**src/rtl/ysyx_24100005_ifu_if.sv**
```systemverilog
// Fetch-side bus bundle: AXI-lite AR/R channels to instruction memory plus the
// instruction/next-PC handshake with the downstream stage.
interface ysyx_24100005_ifu_if;
    logic [31:0] araddr;
    logic        arvalid;
    logic        arready;
    logic [31:0] rdata;
    logic [1:0]  rresp;
    logic        rvalid;
    logic        rready;
    logic [31:0] inst;
    logic [31:0] inst_pc;
    logic [1:0]  inst_err;
    logic        inst_valid;
    logic        inst_ready;
    logic [31:0] dnpc;
    logic        dnpc_valid;

    modport master (
        output araddr, arvalid, rready, inst, inst_pc, inst_err, inst_valid,
        input  arready, rdata, rresp, rvalid, inst_ready, dnpc, dnpc_valid
    );

    modport slave (
        input  araddr, arvalid, rready, inst, inst_pc, inst_err, inst_valid,
        output arready, rdata, rresp, rvalid, inst_ready, dnpc, dnpc_valid
    );
endinterface

```
**src/rtl/ysyx_24100005_ifu.sv**
```systemverilog
// Non-pipelined instruction fetch unit: one AR/R read per instruction, then waits for dnpc.
// Optional performance counters are enabled by defining YSYX_24100005_IFU_PERF_EN.
module ysyx_24100005_ifu #(
    parameter logic [31:0] RESET_PC = 32'h8000_0000,
    parameter int unsigned TIMEOUT  = 255
) (
    input  logic                       clk,
    input  logic                       rst,
    ysyx_24100005_ifu_if.master        bus,
    output logic [31:0]                pc
`ifdef YSYX_24100005_IFU_PERF_EN
    ,
    output logic [63:0]                perf_fetch_cnt,
    output logic [63:0]                perf_stall_cnt
`endif
);
    typedef enum logic [1:0] {S_REQ, S_RESP, S_OUT, S_WPC} state_t;

    localparam logic [15:0] TIMEOUT_CNT = 16'(TIMEOUT);

    state_t      state_reg, state_next;
    logic [31:0] pc_reg, pc_next;
    logic [31:0] inst_reg, inst_next;
    logic [31:0] inst_pc_reg, inst_pc_next;
    logic [1:0]  err_reg, err_next;
    logic [15:0] cnt_reg, cnt_next;
    // Keeps arvalid low for the reset-release cycle so nothing is issued while rst is low.
    logic        live_reg;
    logic        arvalid_c, rready_c, inst_valid_c;

    always_ff @(posedge clk or negedge rst) begin
        if (!rst) begin
            state_reg   <= S_REQ;
            pc_reg      <= RESET_PC;
            inst_reg    <= 32'h0;
            inst_pc_reg <= 32'h0;
            err_reg     <= 2'd0;
            cnt_reg     <= 16'h0;
            live_reg    <= 1'b0;
        end else begin
            state_reg   <= state_next;
            pc_reg      <= pc_next;
            inst_reg    <= inst_next;
            inst_pc_reg <= inst_pc_next;
            err_reg     <= err_next;
            cnt_reg     <= cnt_next;
            live_reg    <= 1'b1;
        end
    end

    always_comb begin
        state_next   = state_reg;
        pc_next      = pc_reg;
        inst_next    = inst_reg;
        inst_pc_next = inst_pc_reg;
        err_next     = err_reg;
        cnt_next     = cnt_reg;
        arvalid_c    = 1'b0;
        rready_c     = 1'b0;
        inst_valid_c = 1'b0;
        case (state_reg)
            S_REQ: begin
                if (live_reg) begin
                    if (pc_reg[1:0] != 2'b00) begin
                        inst_next    = 32'h0;
                        inst_pc_next = pc_reg;
                        err_next     = 2'd3;
                        state_next   = S_OUT;
                    end else begin
                        arvalid_c = 1'b1;
                        if (bus.arready) begin
                            cnt_next   = 16'h0;
                            state_next = S_RESP;
                        end
                    end
                end
            end
            S_RESP: begin
                rready_c = 1'b1;
                // A beat arriving on the very cycle the counter expires still wins.
                if (bus.rvalid) begin
                    inst_next    = bus.rdata;
                    inst_pc_next = pc_reg;
                    err_next     = (bus.rresp != 2'b00) ? 2'd1 : 2'd0;
                    state_next   = S_OUT;
                end else if (cnt_reg == TIMEOUT_CNT) begin
                    inst_next    = 32'h0;
                    inst_pc_next = pc_reg;
                    err_next     = 2'd2;
                    state_next   = S_OUT;
                end else begin
                    cnt_next = cnt_reg + 16'h1;
                end
            end
            S_OUT: begin
                inst_valid_c = 1'b1;
                if (bus.inst_ready) begin
                    state_next = S_WPC;
                end
            end
            S_WPC: begin
                if (bus.dnpc_valid) begin
                    pc_next    = bus.dnpc;
                    state_next = S_REQ;
                end
            end
            default: state_next = S_REQ;
        endcase
    end

    assign bus.araddr     = pc_reg;
    assign bus.arvalid    = arvalid_c;
    assign bus.rready     = rready_c;
    assign bus.inst       = inst_reg;
    assign bus.inst_pc    = inst_pc_reg;
    assign bus.inst_err   = err_reg;
    assign bus.inst_valid = inst_valid_c;
    assign pc             = pc_reg;

`ifdef YSYX_24100005_IFU_PERF_EN
    logic [63:0] fetch_cnt_reg, stall_cnt_reg;
    logic        stall_c;

    assign stall_c = (arvalid_c && !bus.arready) || ((state_reg == S_RESP) && !bus.rvalid);

    always_ff @(posedge clk or negedge rst) begin
        if (!rst) begin
            fetch_cnt_reg <= 64'h0;
            stall_cnt_reg <= 64'h0;
        end else begin
            if (inst_valid_c && bus.inst_ready) begin
                fetch_cnt_reg <= fetch_cnt_reg + 64'h1;
            end
            if (stall_c) begin
                stall_cnt_reg <= stall_cnt_reg + 64'h1;
            end
        end
    end

    assign perf_fetch_cnt = fetch_cnt_reg;
    assign perf_stall_cnt = stall_cnt_reg;
`endif
endmodule
```
**src/flat_wrapper.sv**
```systemverilog
// flat-port wrapper written by rule: the top's interface ports become plain ports
module ysyx_24100005_ifu_flat 
#(
    parameter logic [31:0] RESET_PC = 32'h8000_0000,
    parameter int unsigned TIMEOUT  = 255
)
  (clk, rst, pc, bus_araddr, bus_arvalid, bus_rready, bus_inst, bus_inst_pc, bus_inst_err, bus_inst_valid, bus_arready, bus_rdata, bus_rresp, bus_rvalid, bus_inst_ready, bus_dnpc, bus_dnpc_valid);
  ysyx_24100005_ifu_if bus_i ();
  input  logic clk;
  input  logic rst;
  output logic [31:0] pc;
  output wire logic [$bits(bus_i.araddr)-1:0] bus_araddr;
  output wire logic [$bits(bus_i.arvalid)-1:0] bus_arvalid;
  output wire logic [$bits(bus_i.rready)-1:0] bus_rready;
  output wire logic [$bits(bus_i.inst)-1:0] bus_inst;
  output wire logic [$bits(bus_i.inst_pc)-1:0] bus_inst_pc;
  output wire logic [$bits(bus_i.inst_err)-1:0] bus_inst_err;
  output wire logic [$bits(bus_i.inst_valid)-1:0] bus_inst_valid;
  input wire logic [$bits(bus_i.arready)-1:0] bus_arready;
  input wire logic [$bits(bus_i.rdata)-1:0] bus_rdata;
  input wire logic [$bits(bus_i.rresp)-1:0] bus_rresp;
  input wire logic [$bits(bus_i.rvalid)-1:0] bus_rvalid;
  input wire logic [$bits(bus_i.inst_ready)-1:0] bus_inst_ready;
  input wire logic [$bits(bus_i.dnpc)-1:0] bus_dnpc;
  input wire logic [$bits(bus_i.dnpc_valid)-1:0] bus_dnpc_valid;
  assign bus_araddr = bus_i.araddr;
  assign bus_arvalid = bus_i.arvalid;
  assign bus_rready = bus_i.rready;
  assign bus_inst = bus_i.inst;
  assign bus_inst_pc = bus_i.inst_pc;
  assign bus_inst_err = bus_i.inst_err;
  assign bus_inst_valid = bus_i.inst_valid;
  assign bus_i.arready = bus_arready;
  assign bus_i.rdata = bus_rdata;
  assign bus_i.rresp = bus_rresp;
  assign bus_i.rvalid = bus_rvalid;
  assign bus_i.inst_ready = bus_inst_ready;
  assign bus_i.dnpc = bus_dnpc;
  assign bus_i.dnpc_valid = bus_dnpc_valid;
  ysyx_24100005_ifu #(.RESET_PC(RESET_PC), .TIMEOUT(TIMEOUT)) u_core (.clk(clk), .rst(rst), .bus(bus_i), .pc(pc));
endmodule
```
**config.mk**
```make
export PLATFORM = sky130hd
export DESIGN_NAME = ysyx_24100005_ifu_flat
export DESIGN_NICKNAME = d
export VERILOG_FILES = /design/src/rtl/ysyx_24100005_ifu_if.sv /design/src/rtl/ysyx_24100005_ifu.sv /design/src/flat_wrapper.sv
export SDC_FILE = /design/constraint.sdc
export NUM_CORES = 1
export LEC_CHECK = 0
export BUFFER_PORTS_ARGS = -buffer_cell sky130_fd_sc_hd__buf_2
export CORE_MARGIN = 5
export CORE_UTILIZATION = 49
export DETAILED_ROUTE_END_ITERATION = 6
export PLACE_DENSITY = 0.85
export SLEW_MARGIN = 30
export SYNTH_ARGS = -nofsm -noshare
export SYNTH_HDL_FRONTEND = slang
export SYNTH_SLANG_ARGS = --single-unit
```
**constraint.sdc**
```tcl
create_clock -name clk -period 2.38 [get_ports clk]
set_input_delay 0.357 -clock clk [delete_from_list [all_inputs] [get_ports clk]]
set_output_delay 0.357 -clock clk [all_outputs]
set_load 0.02 [all_outputs]
```
# Word level (Yosys, flattened, before mapping)
# Cells that the tools add are included.
# Widths: inputs -> output; s select.
# totals
ff_bits	117
inputBits	72
output_inout_bits	133
wordCells	64
# op_classes
add_sub_neg	1
eq_ne	14
n_mux	34
n_reduce_logical	8
# op_table
cell	count
$mux 32	8
$pmux 32 s2	2
$mux 16	5
$pmux 16 s2	1
$mux 2	10
$add 16x1->16 const B	1
$eq 16x8->1 const B	1
$ne 2x2->1 const B	6
$pmux 2 s4	1
$mux 1	6
$ne 3x2->1 const B	2
$reduce_and 6->1	1
$reduce_bool 2->1	3
$reduce_and 5->1	1
$eq 2x2->1 const B	2
$ne 2x1->1 const B	2
$pmux 2 s2	1
$reduce_and 4->1	1
$eq 2x1->1 const B	1
$logic_not 2->1	1
$reduce_and 2->1	1

# Depth between registers and ports, before layout
# Gate-level depths: netlist of the first run.
# logic_depth
word_depth	4
depth_mapped	8

# Worst setup path after synthesis of the first run
# Ideal clock, no wire load.
# synth_path
path_kind	register to register
start	reg u_core.cnt_reg[13]
end	reg u_core.inst_pc_reg[15], in the netlist u_core.bus.inst_pc[15]
setup_ps	125
arrival_ps	1962
required_ps	2255
path_slack_ps	293
path_stages_with_launch	7
cell_sequence	dfrtp_1 or4_4 nor4_4 o21ai_1 buf_6 buf_6 mux2_4
# synth_via
elab_chain_cells	3
# synth_lines
element	line_no	source
from (decl)	ysyx_24100005_ifu.sv:26	logic [15:0] cnt_reg, cnt_next;
from (signal assigned)	ysyx_24100005_ifu.sv:46	cnt_reg <= cnt_next;
$eq 16x8->1	ysyx_24100005_ifu.sv:86	end else if (cnt_reg == TIMEOUT_CNT) begin
$ne 3x2->1 (no line)	-	
$reduce_and 4->1 (no line)	-	
to (signal assigned)	ysyx_24100005_ifu.sv:44	inst_pc_reg <= inst_pc_next;
to (decl)	ysyx_24100005_ifu.sv:24	logic [31:0] inst_pc_reg, inst_pc_next;
# Every way passes these cells.
# A chain may end at the register's enable or synchronous reset.

# Final worst setup path of the first run
# layout_path
start	reg u_core.cnt_reg[12]
end	reg u_core.inst_pc_reg[25], in the netlist u_core.bus.inst_pc[25]
# The elaborated chain is that of the path after synthesis.

==> flow_summary.ini, run 1 <==
[outcome]
status = complete, no violations

[route]
drt.antenna.violating_nets = 0
wirelength_um = 13900
route.detailed.vias_per_inst = 5.44
via_count = 4001
drtIter0Drc = 368
drt_first_pass_iters = 4
avgRoutedWirePerCell_um = 18.9
drc_errors = 0

[critical_path]
peak_per_stage_delay_on_the_critical_path_ps = 690
timing.critical_path.from_type = flip-flop
critPathCaptureType = flip-flop
regToRegEndpoint = u_core.bus.inst_pc[25]
critical_path_buf_inv_count = 1
worst_r2r_path_depth = 5
worstPathMaxFanout = 65
timing.critical_path.max_delay_family = simple AND/OR/NAND/NOR gates
critical_path_arrival_ps = 2630
timing.critical_path.cells = or4_1 > nor4_4 > o21ai_4 > buf_12 > mux2_4
timing_worst_setup_path_type = flip-flop to flip-flop
ff2ff_setup_slack_ps = 140
critical_path_required_ps = 2770
worstReg2RegStart = u_core.cnt_reg[12]
critPathSlowestCell = or4_1

[power_and_ir_drop]
power_frac_comb_pct = 47.1
power.share.clock_pct = 20.5
switching_power_w = 0.00465
power.ir.vdd_worst_v = 0.000879
cellPowerDensity_nw_per_um2 = 1660
sw_frac_of_total_pct = 41.4
seqPwrFrac_pct = 32.4
power_report.internal_total_w = 0.00658
total_leakage_power_nw = 3.40

[synth]
synth_edf_count = 0
yosys_warns = 0
ys_async_sr_fraction_pct = 100
mappedNetlistArea_um2 = 5220
dominant_synthesized_flop_cell = dfrtp_1
synth.ff_latch_count = 117
yosys.area.top_type = dfrtp_1
yosysSeqAreaShare_pct = 56.2
synth_top_cells_by_area = dfrtp_1 (56%), mux2_2 (10%), a22o_1 (5.4%), mux2_4 (4.9%), buf_4 (4.6%)
synthesis.nets = 480
synth_cells = 403
synthDominantCellAreaShare_pct = 55.6
syn_avg_cell_area_um2 = 12.9
yosys.cell_types.count = 54

[floorplan]
boundaryPins = 205
die_footprint_um2 = 12800
initial_core_utilization_pct = 50.3
die_y_um = 113
placement_rows = 37
floorplan.core_area_um2 = 10400
die_w_um = 113

[sta]
hold_violations = 0
setup_total_negative_slack_ps = 0
finalWorstPathRequiredPeriod_ps = 2240
rsz0062_at_grt = false
slew_headroom_pct = 57.1
achievable-frequency_ghz = 0.446
tightestPinTransition_ps = 643
drv_slew = 0
worst_hold_slack_ps = 65.3
layout_worst_path_cycle_share_pct = 94.3
setup-violations-final = 0
fin_worst_skew_ps = 6.50

[clock_tree]
cts.htree.levels = 4
tritoncts_sink_count = 117
master_cell_of_the_clock_root_buffer = clkbuf_8
worst_skew_pair.late_latency_ps = 510
path_clk_slew_ps = 60
cts_buffers = 17
cts_tree = yes
clock_path_buffers = 2

[grt]
antenna_violations_before_repair = 0
grt_start_max_net_pins = 66
grt_pass1_vias = 4221
sum_of_overflow_across_all_layers_after_global_routing = 0
gr-usage-all-layers_pct = 22.0
first_pass_grt_wire_length_um = 22500

[final_layout]
drive_gt1_share_pct = 53.4
num-nets-final = 664
fin_cells = 735
fill_cells = 782
layout.cells.most_common_list = buf_2 (203), dfrtp_1 (116), mux2_2 (47)
antenna_cells_inserted = 0
area_growth_syn_to_layout_pct = 29.5
mostFrequentLayoutCell = buf_2

[min_path]
hold_path_class = primary input to flip-flop
worstHoldStart = bus_rdata[23]
hold-path-cell-count = 2
min_to = u_core.bus.inst[23]

[run]
maxCapViolations = 0

[placed_design]
gp_congestion = 0.898
place.port_buffers = 204
post-place-cells = 703
hpwlAfterDp_um = 9760
-- cells by family (layout without fill, tap and decap cells) --
| logic type | Yosys count | count (layout) | synth area share (%) |
|---|---|---|---|
| flip-flops | 117 | 117 | 56.2 |
| multiplexers | 65 | 65 | 15.2 |
| other | 1 | 1 | 0.0719 |
| AND/OR/NAND/NOR | 72 | 72 | 7.92 |
| adder cells (fa/ha/maj) | 5 | 5 | 1.20 |
| AO/OA/AOI/OAI | 82 | 82 | 12.2 |
| buffers and inverters | 61 | 257 | 7.22 |
-- power by group through the flow --
stage          Clock (W)  Combinational [W]  Sequential (W)
6_report         0.00230            0.00529         0.00364
5_1_grt          0.00243            0.00563         0.00378
4_1_cts          0.00233            0.00535         0.00364
3_5_place_dp           0            0.00530         0.00364
3_3_place_gp           0            0.00517         0.00358
2_1_floorplan          0            0.00289         0.00457
-- timing repair --
| action | in CTS | in global routing |
|---|---|---|
| buffers inserted | 0 | 0 |
| gates resized for setup | 0 | 1 |
| hold endpoints to repair | 46 | 0 |
| hold buffers | 1 | 0 |
| endpoints found under the setup margin | 0 | 1 |
-- layout make-up --
type | instances | area, um2 | share of cell area (%)
inverter | 8 | 30.0 | 0.445
clock buffer | 22 | 463 | 6.86
clock inverter | 9 | 78.8 | 1.17
tap | 136 | 170 | 2.52
sequential | 117 | 2930 | 43.4
timing repair buffer | 218 | 1160 | 17.1
multi-input combinational | 225 | 1930 | 28.5
-- cell usage after synthesis, types with 7 or more instances --
cell,n
dfrtp_1,116
clkbuf_1,10
mux2_2,47
inv_1,8
mux2_4,17
nand2b_1,10
a31oi_1,8
nand3_1,11
nand2_1,18
buf_4,32
a21oi_1,7
a22o_1,32
-- how the worst max path moves through the flow --
stage,start,end,slack [ps],depth (start not counted)
2_1_floorplan,u_core.cnt_reg[13],u_core.bus.inst_pc[15],290,6
3_3_place_gp,u_core.cnt_reg[0],u_core.bus.inst_pc[30],260,6
3_5_place_dp,u_core.cnt_reg[0],u_core.bus.inst_pc[17],180,6
4_1_cts,u_core.state_reg[0],bus_arvalid,30,5
5_1_grt,u_core.cnt_reg[1],u_core.bus.inst_pc[27],20,6
6_report,u_core.cnt_reg[12],u_core.bus.inst_pc[25],140,5
-- routing by layer --
metal / GRT usage, % / up-vias / wire length (um) / part of all wire (%)
met5: 0 / - / 0 / 0
met4: 7.85 / 0 / 267 / 1.9
met3: 5.94 / 26 / 1020 / 7.3
met2: 38.9 / 177 / 7350 / 53
met1: 25.8 / 1977 / 5260 / 38
li1: - / 1821 / - / -
-- per-stage QoR --
step / worst slack (ps) / power (W) / util (%) / instance area (um2)
floorplan: 293 / 0.00746 / - / 5220
global placement: 255 / 0.00874 / 59.8 / 6200
detailed placement: 178 / 0.00894 / 59.8 / 6200
CTS: 32.1 / 0.0113 / 65.1 / 6750
global route: 23.3 / 0.0118 / 65.1 / 6750
finish: 135 / 0.0112 / 65.1 / 6750
(Power assumes the default switching activity.)
==> run 2, diff against run 1 <==
--- a/config.mk
+++ b/config.mk
@@ -6,10 +6,13 @@
 export NUM_CORES = 1
 export LEC_CHECK = 0
 export BUFFER_PORTS_ARGS = -buffer_cell sky130_fd_sc_hd__buf_2
+export CAP_MARGIN = 10
 export CORE_MARGIN = 5
 export CORE_UTILIZATION = 49
+export CTS_CLUSTER_SIZE = 30
 export DETAILED_ROUTE_END_ITERATION = 6
 export PLACE_DENSITY = 0.85
+export REMOVE_ABC_BUFFERS = 1
 export SLEW_MARGIN = 30
 export SYNTH_ARGS = -nofsm -noshare
 export SYNTH_HDL_FRONTEND = slang
==> run 2 against run 1 <==
Effect of this change: global-route usage decreased by 2.0 points; wire length decreased by 7.8%; combinational power about the same; utilization increased by 0.28 points; design area increased by 0.43%; flip-flop and latch count unchanged; count of clock-buffer cells in the layout decreased by 3; via count decreased by 1.8%; die area unchanged; total power about the same; critical endpoint unchanged; largest cell class unchanged; largest power group unchanged.
==> flow_summary.ini, run 2 (same netlist as run 1, synthesis figures left out) <==
[placed_design]
place.port_buffers = 204
post-place-cells = 704
place_ws_ps = 201
gp_congestion = 0.866
placement_stage_cell_area_um2 = 6220
hpwlAfterDp_um = 9240

[sta]
setup-violations-final = 0
slew_headroom_pct = 60.3
final_critical_path_setup_slack_ps = 156
drv_slew = 0
hold_violations = 0
fin_worst_skew_ps = 10.2
setup_total_negative_slack_ps = 0
layout_worst_path_cycle_share_pct = 93.5
tightestPinTransition_ps = 596
finalWorstPathRequiredPeriod_ps = 2220
rsz0062_at_grt = false
achievable-frequency_ghz = 0.450

[grt]
grt_pass1_vias = 4166
gr-usage-all-layers_pct = 20.1
grt_start_max_net_pins = 49
first_pass_grt_wire_length_um = 20500
antenna_violations_before_repair = 0
sum_of_overflow_across_all_layers_after_global_routing = 0

[min_path]
hold_path_class = primary input to flip-flop
hold-path-cell-count = 2
worstHoldStart = bus_rdata[17]
min_to = u_core.bus.inst[17]

[route]
drt.antenna.violating_nets = 0
drtIter0Drc = 145
avgRoutedWirePerCell_um = 17.4
route.detailed.vias_per_inst = 5.33
via_count = 3927
drc_errors = 0
wirelength_um = 12800
drt_first_pass_iters = 4

[critical_path]
timing_worst_setup_path_type = flip-flop to flip-flop
worstPathMaxFanout = 38
peak_per_stage_delay_on_the_critical_path_ps = 450
critPathSlowestCell = dfrtp_1
worst_r2r_path_depth = 6
critPathCaptureType = flip-flop
ff2ff_setup_slack_ps = 160
worstReg2RegStart = u_core.cnt_reg[0]
timing.critical_path.cells = ha_1 > nand4_1 > nor4_4 > o21ai_4 > buf_12 > mux2_4
critical_path_required_ps = 2760
timing.critical_path.from_type = flip-flop
critical_path_arrival_ps = 2600
regToRegEndpoint = u_core.bus.inst_pc[25]

[floorplan]
initial_core_utilization_pct = 50.3
die_w_um = 113
boundaryPins = 205
floorplan.core_area_um2 = 10400
die_y_um = 113
die_footprint_um2 = 12800
placement_rows = 37

[final_layout]
antenna_cells_inserted = 0
num-nets-final = 665
area_growth_syn_to_layout_pct = 30.0
fin_area_um2 = 6780
mostFrequentLayoutCell = buf_2
finalCoreUtilization_pct = 65.4
layout.cells.most_common_list = buf_2 (203), dfrtp_1 (116), mux2_2 (47)
fin_cells = 737
drive_gt1_share_pct = 53.4

[outcome]
status = complete, no violations

[clock_tree]
master_cell_of_the_clock_root_buffer = clkbuf_8
cts.htree.levels = 4
clock_path_buffers = 2
cts_setup_buffers = 0
cts_tree = yes
post_cts_resized = 0
path_clk_slew_ps = 60
cts_buffers = 17
cts_hold_repair.buffers = 1
tritoncts_sink_count = 117
worst_skew_pair.late_latency_ps = 500

[run]
maxCapViolations = 0

[power_and_ir_drop]
cellPowerDensity_nw_per_um2 = 1660
power.ir.vdd_worst_v = 0.00105
total_leakage_power_nw = 3.42
-- run 2: cell count changes in the layout (fill, tap and decap cells not counted), moves of 2 or more --
cell,delta
clkinv_2,-2
clkbuf_8,-2
clkinv_4,+4
inv_6,+3
-- run 2: metal layers --
layer	global-route usage [%]	vias to the layer above	routed length (um)
met5	0	-	0
met4	9.21	0	342
met3	5.61	27	932
met2	33.5	169	6460
met1	24.1	1906	5080
li1	-	1825	-
-- run 2: worst max path at each step --
| stage | endpoint | cells after the start | start |
|---|---|---|---|
| 5_1_grt | bus_arvalid | 5 | u_core.state_reg[1] |
| 3_3_place_gp | u_core.bus.inst_pc[18] | 6 | u_core.cnt_reg[0] |
| 3_5_place_dp | u_core.bus.inst_pc[28] | 6 | u_core.cnt_reg[0] |
| 2_1_floorplan | u_core.bus.inst_pc[0] | 5 | u_core.state_reg[1] |
| 6_report | u_core.bus.inst_pc[25] | 6 | u_core.cnt_reg[0] |
| 4_1_cts | bus_arvalid | 5 | u_core.state_reg[1] |
-- run 2: final cells by class --
cell class	instances	area [um2]
clock buffers	19	432
clock inverters	13	123
fillers	798	3590
inverters	8	30.0
multi-input cells	225	1920
flip-flops and latches	117	2930
well taps	136	170
repair buffers	219	1180
-- run 2: power breakdown --
part / total, W / switching, W / leakage [nW] / internal (W)
registers: 0.00364 / 0.000719 / 1.46 / 0.00292
logic: 0.00527 / 0.00303 / 1.69 / 0.00224
clock network: 0.00233 / 0.000906 / 0.273 / 0.00142
-- run 2: worst max-delay path, delay by kind of cell, from the launching register on --
| kind | cells | cell delay [ps] |
|---|---|---|
| and+or+nand+nor | 2 | 740 |
| DFF | 1 | 450 |
| muxes | 1 | 310 |
| adders and majority gates | 1 | 260 |
| buffers and inverters | 1 | 190 |
| AOI/OAI and AO/OA | 1 | 140 |
-- run 2: per-stage QoR --
stage	hold slack (ps)	power, W
after CTS	49.5	0.0114
final	75.6	0.0112
after detailed placement	398	0.00896
after global placement	397	0.00874
after global routing	51.9	0.0119
after floorplan	61.4	0.00700
==> run 3, diff against run 2 <==
--- a/config.mk
+++ b/config.mk
@@ -8,10 +8,10 @@
 export BUFFER_PORTS_ARGS = -buffer_cell sky130_fd_sc_hd__buf_2
 export CAP_MARGIN = 10
 export CORE_MARGIN = 5
-export CORE_UTILIZATION = 49
+export CORE_UTILIZATION = 44
 export CTS_CLUSTER_SIZE = 30
 export DETAILED_ROUTE_END_ITERATION = 6
-export PLACE_DENSITY = 0.85
+export PLACE_DENSITY = 0.81
 export REMOVE_ABC_BUFFERS = 1
 export SLEW_MARGIN = 30
 export SYNTH_ARGS = -nofsm -noshare
==> constraint.sdc (replaced) <==
create_clock -name clk -period 1.97 [get_ports clk]
set_input_delay 0.2955 -clock clk [delete_from_list [all_inputs] [get_ports clk]]
set_output_delay 0.2955 -clock clk [all_outputs]
set_load 0.02 [all_outputs]
==> run 3 against run 2 <==
Effect of this change: the flow now finishes with violations (setup timing); first-iteration DRC count rose by 120%; wire length hardly changed; die area rose by 10%; register-to-register slack got worse by 180 ps; flip-flop and latch count unchanged; sequential power up 18%; utilization is 5.0 points lower; largest cell class unchanged; highest routed layer unchanged; sequential share of layout area shrank 1.1 points; largest power group unchanged; critical path depth is 1 lower; combinational power grew 25%; design area is 2.5% higher.
==> flow_summary.ini, run 3 (same netlist as run 1, synthesis figures left out) <==
[floorplan]
die_w_um = 119
die_footprint_um2 = 14100
initial_core_utilization_pct = 45.3
floorplan.core_area_um2 = 11500
boundaryPins = 205
die_y_um = 119
placement_rows = 39

[grt]
grt_pass1_vias = 4186
sum_of_overflow_across_all_layers_after_global_routing = 0
grt_start_max_net_pins = 55
gr-usage-all-layers_pct = 18.4
antenna_violations_before_repair = 0
first_pass_grt_wire_length_um = 21100

[clock_tree]
clock_path_buffers = 2
tritoncts_sink_count = 117
path_clk_slew_ps = 50
worst_skew_pair.late_latency_ps = 400
cts_buffers = 17
cts.htree.levels = 4
cts_tree = yes
master_cell_of_the_clock_root_buffer = clkbuf_16

[critical_path]
critical_path_buf_inv_count = 1
timing_worst_setup_path_type = flip-flop to flip-flop
critPathSlowestCell = or4_4
critPathCaptureType = flip-flop
timing.critical_path.from_type = flip-flop
peak_per_stage_delay_on_the_critical_path_ps = 570
timing.critical_path.cells = or4_4 > nor4_4 > o21ai_4 > buf_12 > mux2_4
timing.critical_path.max_delay_family = simple AND/OR/NAND/NOR gates
critical_path_arrival_ps = 2280
worstPathMaxFanout = 40
critical_path_required_ps = 2250

[sta]
final_critical_path_setup_slack_ps = -29.1
rsz0062_at_grt = true
setup_total_negative_slack_ps = -316
drv_slew = 0
tightestPinTransition_ps = 540
slew_headroom_pct = 63.7
fin_worst_skew_ps = 10.4
setup-violations-final = 20
layout_worst_path_cycle_share_pct = 101
hold_violations = 0
finalWorstPathRequiredPeriod_ps = 2000
achievable-frequency_ghz = 0.500

[route]
wirelength_um = 12800
avgRoutedWirePerCell_um = 16.9
drc_errors = 0
drtIter0Drc = 323
via_count = 3993
drt_first_pass_iters = 4
drt.antenna.violating_nets = 0
route.detailed.vias_per_inst = 5.25

[final_layout]
drive_gt1_share_pct = 55.3
fin_area_um2 = 6950
area_growth_syn_to_layout_pct = 33.3
layout.cells.most_common_list = buf_2 (204), dfrtp_1 (116), mux2_2 (47)
antenna_cells_inserted = 0
num-nets-final = 685
fill_cells = 904
mostFrequentLayoutCell = buf_2

[placed_design]
gp_congestion = 0.870
hpwlAfterDp_um = 9360
place.port_buffers = 204
placement_stage_cell_area_um2 = 6380

[outcome]
violations = setup timing
status = finished, violations left

[run]
maxCapViolations = 0

[power_and_ir_drop]
cellPowerDensity_nw_per_um2 = 1950
power.ir.vdd_worst_v = 0.00115
total_leakage_power_nw = 3.52

[min_path]
hold_path_class = primary input to flip-flop
-- run 3: changes by cell type in the layout (fill, tap and decap cells not counted), moves of 2 or more --
cell | previous run | this run
inv_6 | 3 | 0
clkinv_4 | 5 | 0
clkbuf_8 | 2 | 4
ha_1 | 5 | 3
buf_12 | 3 | 5
buf_4 | 12 | 28
-- run 3: final timing paths --
check / from / cells after the start / end / slack (ps)
max: u_core.cnt_reg[13] / 5 / u_core.bus.inst_pc[21] / -30
min: bus_rdata[8] / 2 / u_core.bus.inst[8] / 110
max reg2reg: u_core.cnt_reg[13] / 5 / u_core.bus.inst_pc[21] / -30
min reg2reg: u_core.bus.inst[26] / 1 / u_core.bus.inst[26] / 490
max in group asynchronous: rst / 3 / u_core.bus.araddr[26] / 870
min in group asynchronous: rst / 2 / u_core.cnt_reg[15] / 400
-- run 3: area by class of cell --
type,instances,area [um2],area share [%]
multi-input combinational,225,1950,28.0
tap,143,179,2.57
sequential,117,2930,42.1
timing repair buffer,239,1350,19.4
clock buffer,23,488,7.02
clock inverter,5,27.5,0.396
inverter,8,30.0,0.432
-- run 3: per-stage QoR --
step	util (%)	setup slack (ps)	power (W)	hold slack, ps	instances
after floorplan	-	-2860	0.00831	-0.0911	350
after detailed placement	55.4	-35.9	0.0109	284	728
final	60.4	-29.1	0.0135	108	760
after CTS	60.0	-44.9	0.0137	86.8	758
after global placement	55.4	1.95	0.0107	272	728
after global routing	60.4	-75.6	0.0143	92.8	760
-- run 3: routing by layer --
layer	global-route usage, %	vias to the layer above	part of all wire (%)	wire length [um]
met5	0	-	0	0
met4	7.75	0	1.3	167
met3	5.73	12	6.9	883
met2	31.5	156	51	6510
met1	21.4	1955	41	5260
li1	-	1870	-	-
-- run 3: timing repair --
action | in CTS | in global routing
setup buffers | 1 | 1
hold endpoints to repair | 30 | 0
pin swaps | 1 | 8
setup endpoints to repair | 28 | 66
cloned | 0 | 1
resized for setup | 0 | 8
hold buffers | 1 | 0
-- run 3: where the power goes --
part           internal [W]  switching, W
Combinational       0.00285       0.00374
Clock               0.00170      0.000966
Sequential          0.00353      0.000758
Total               0.00808       0.00546
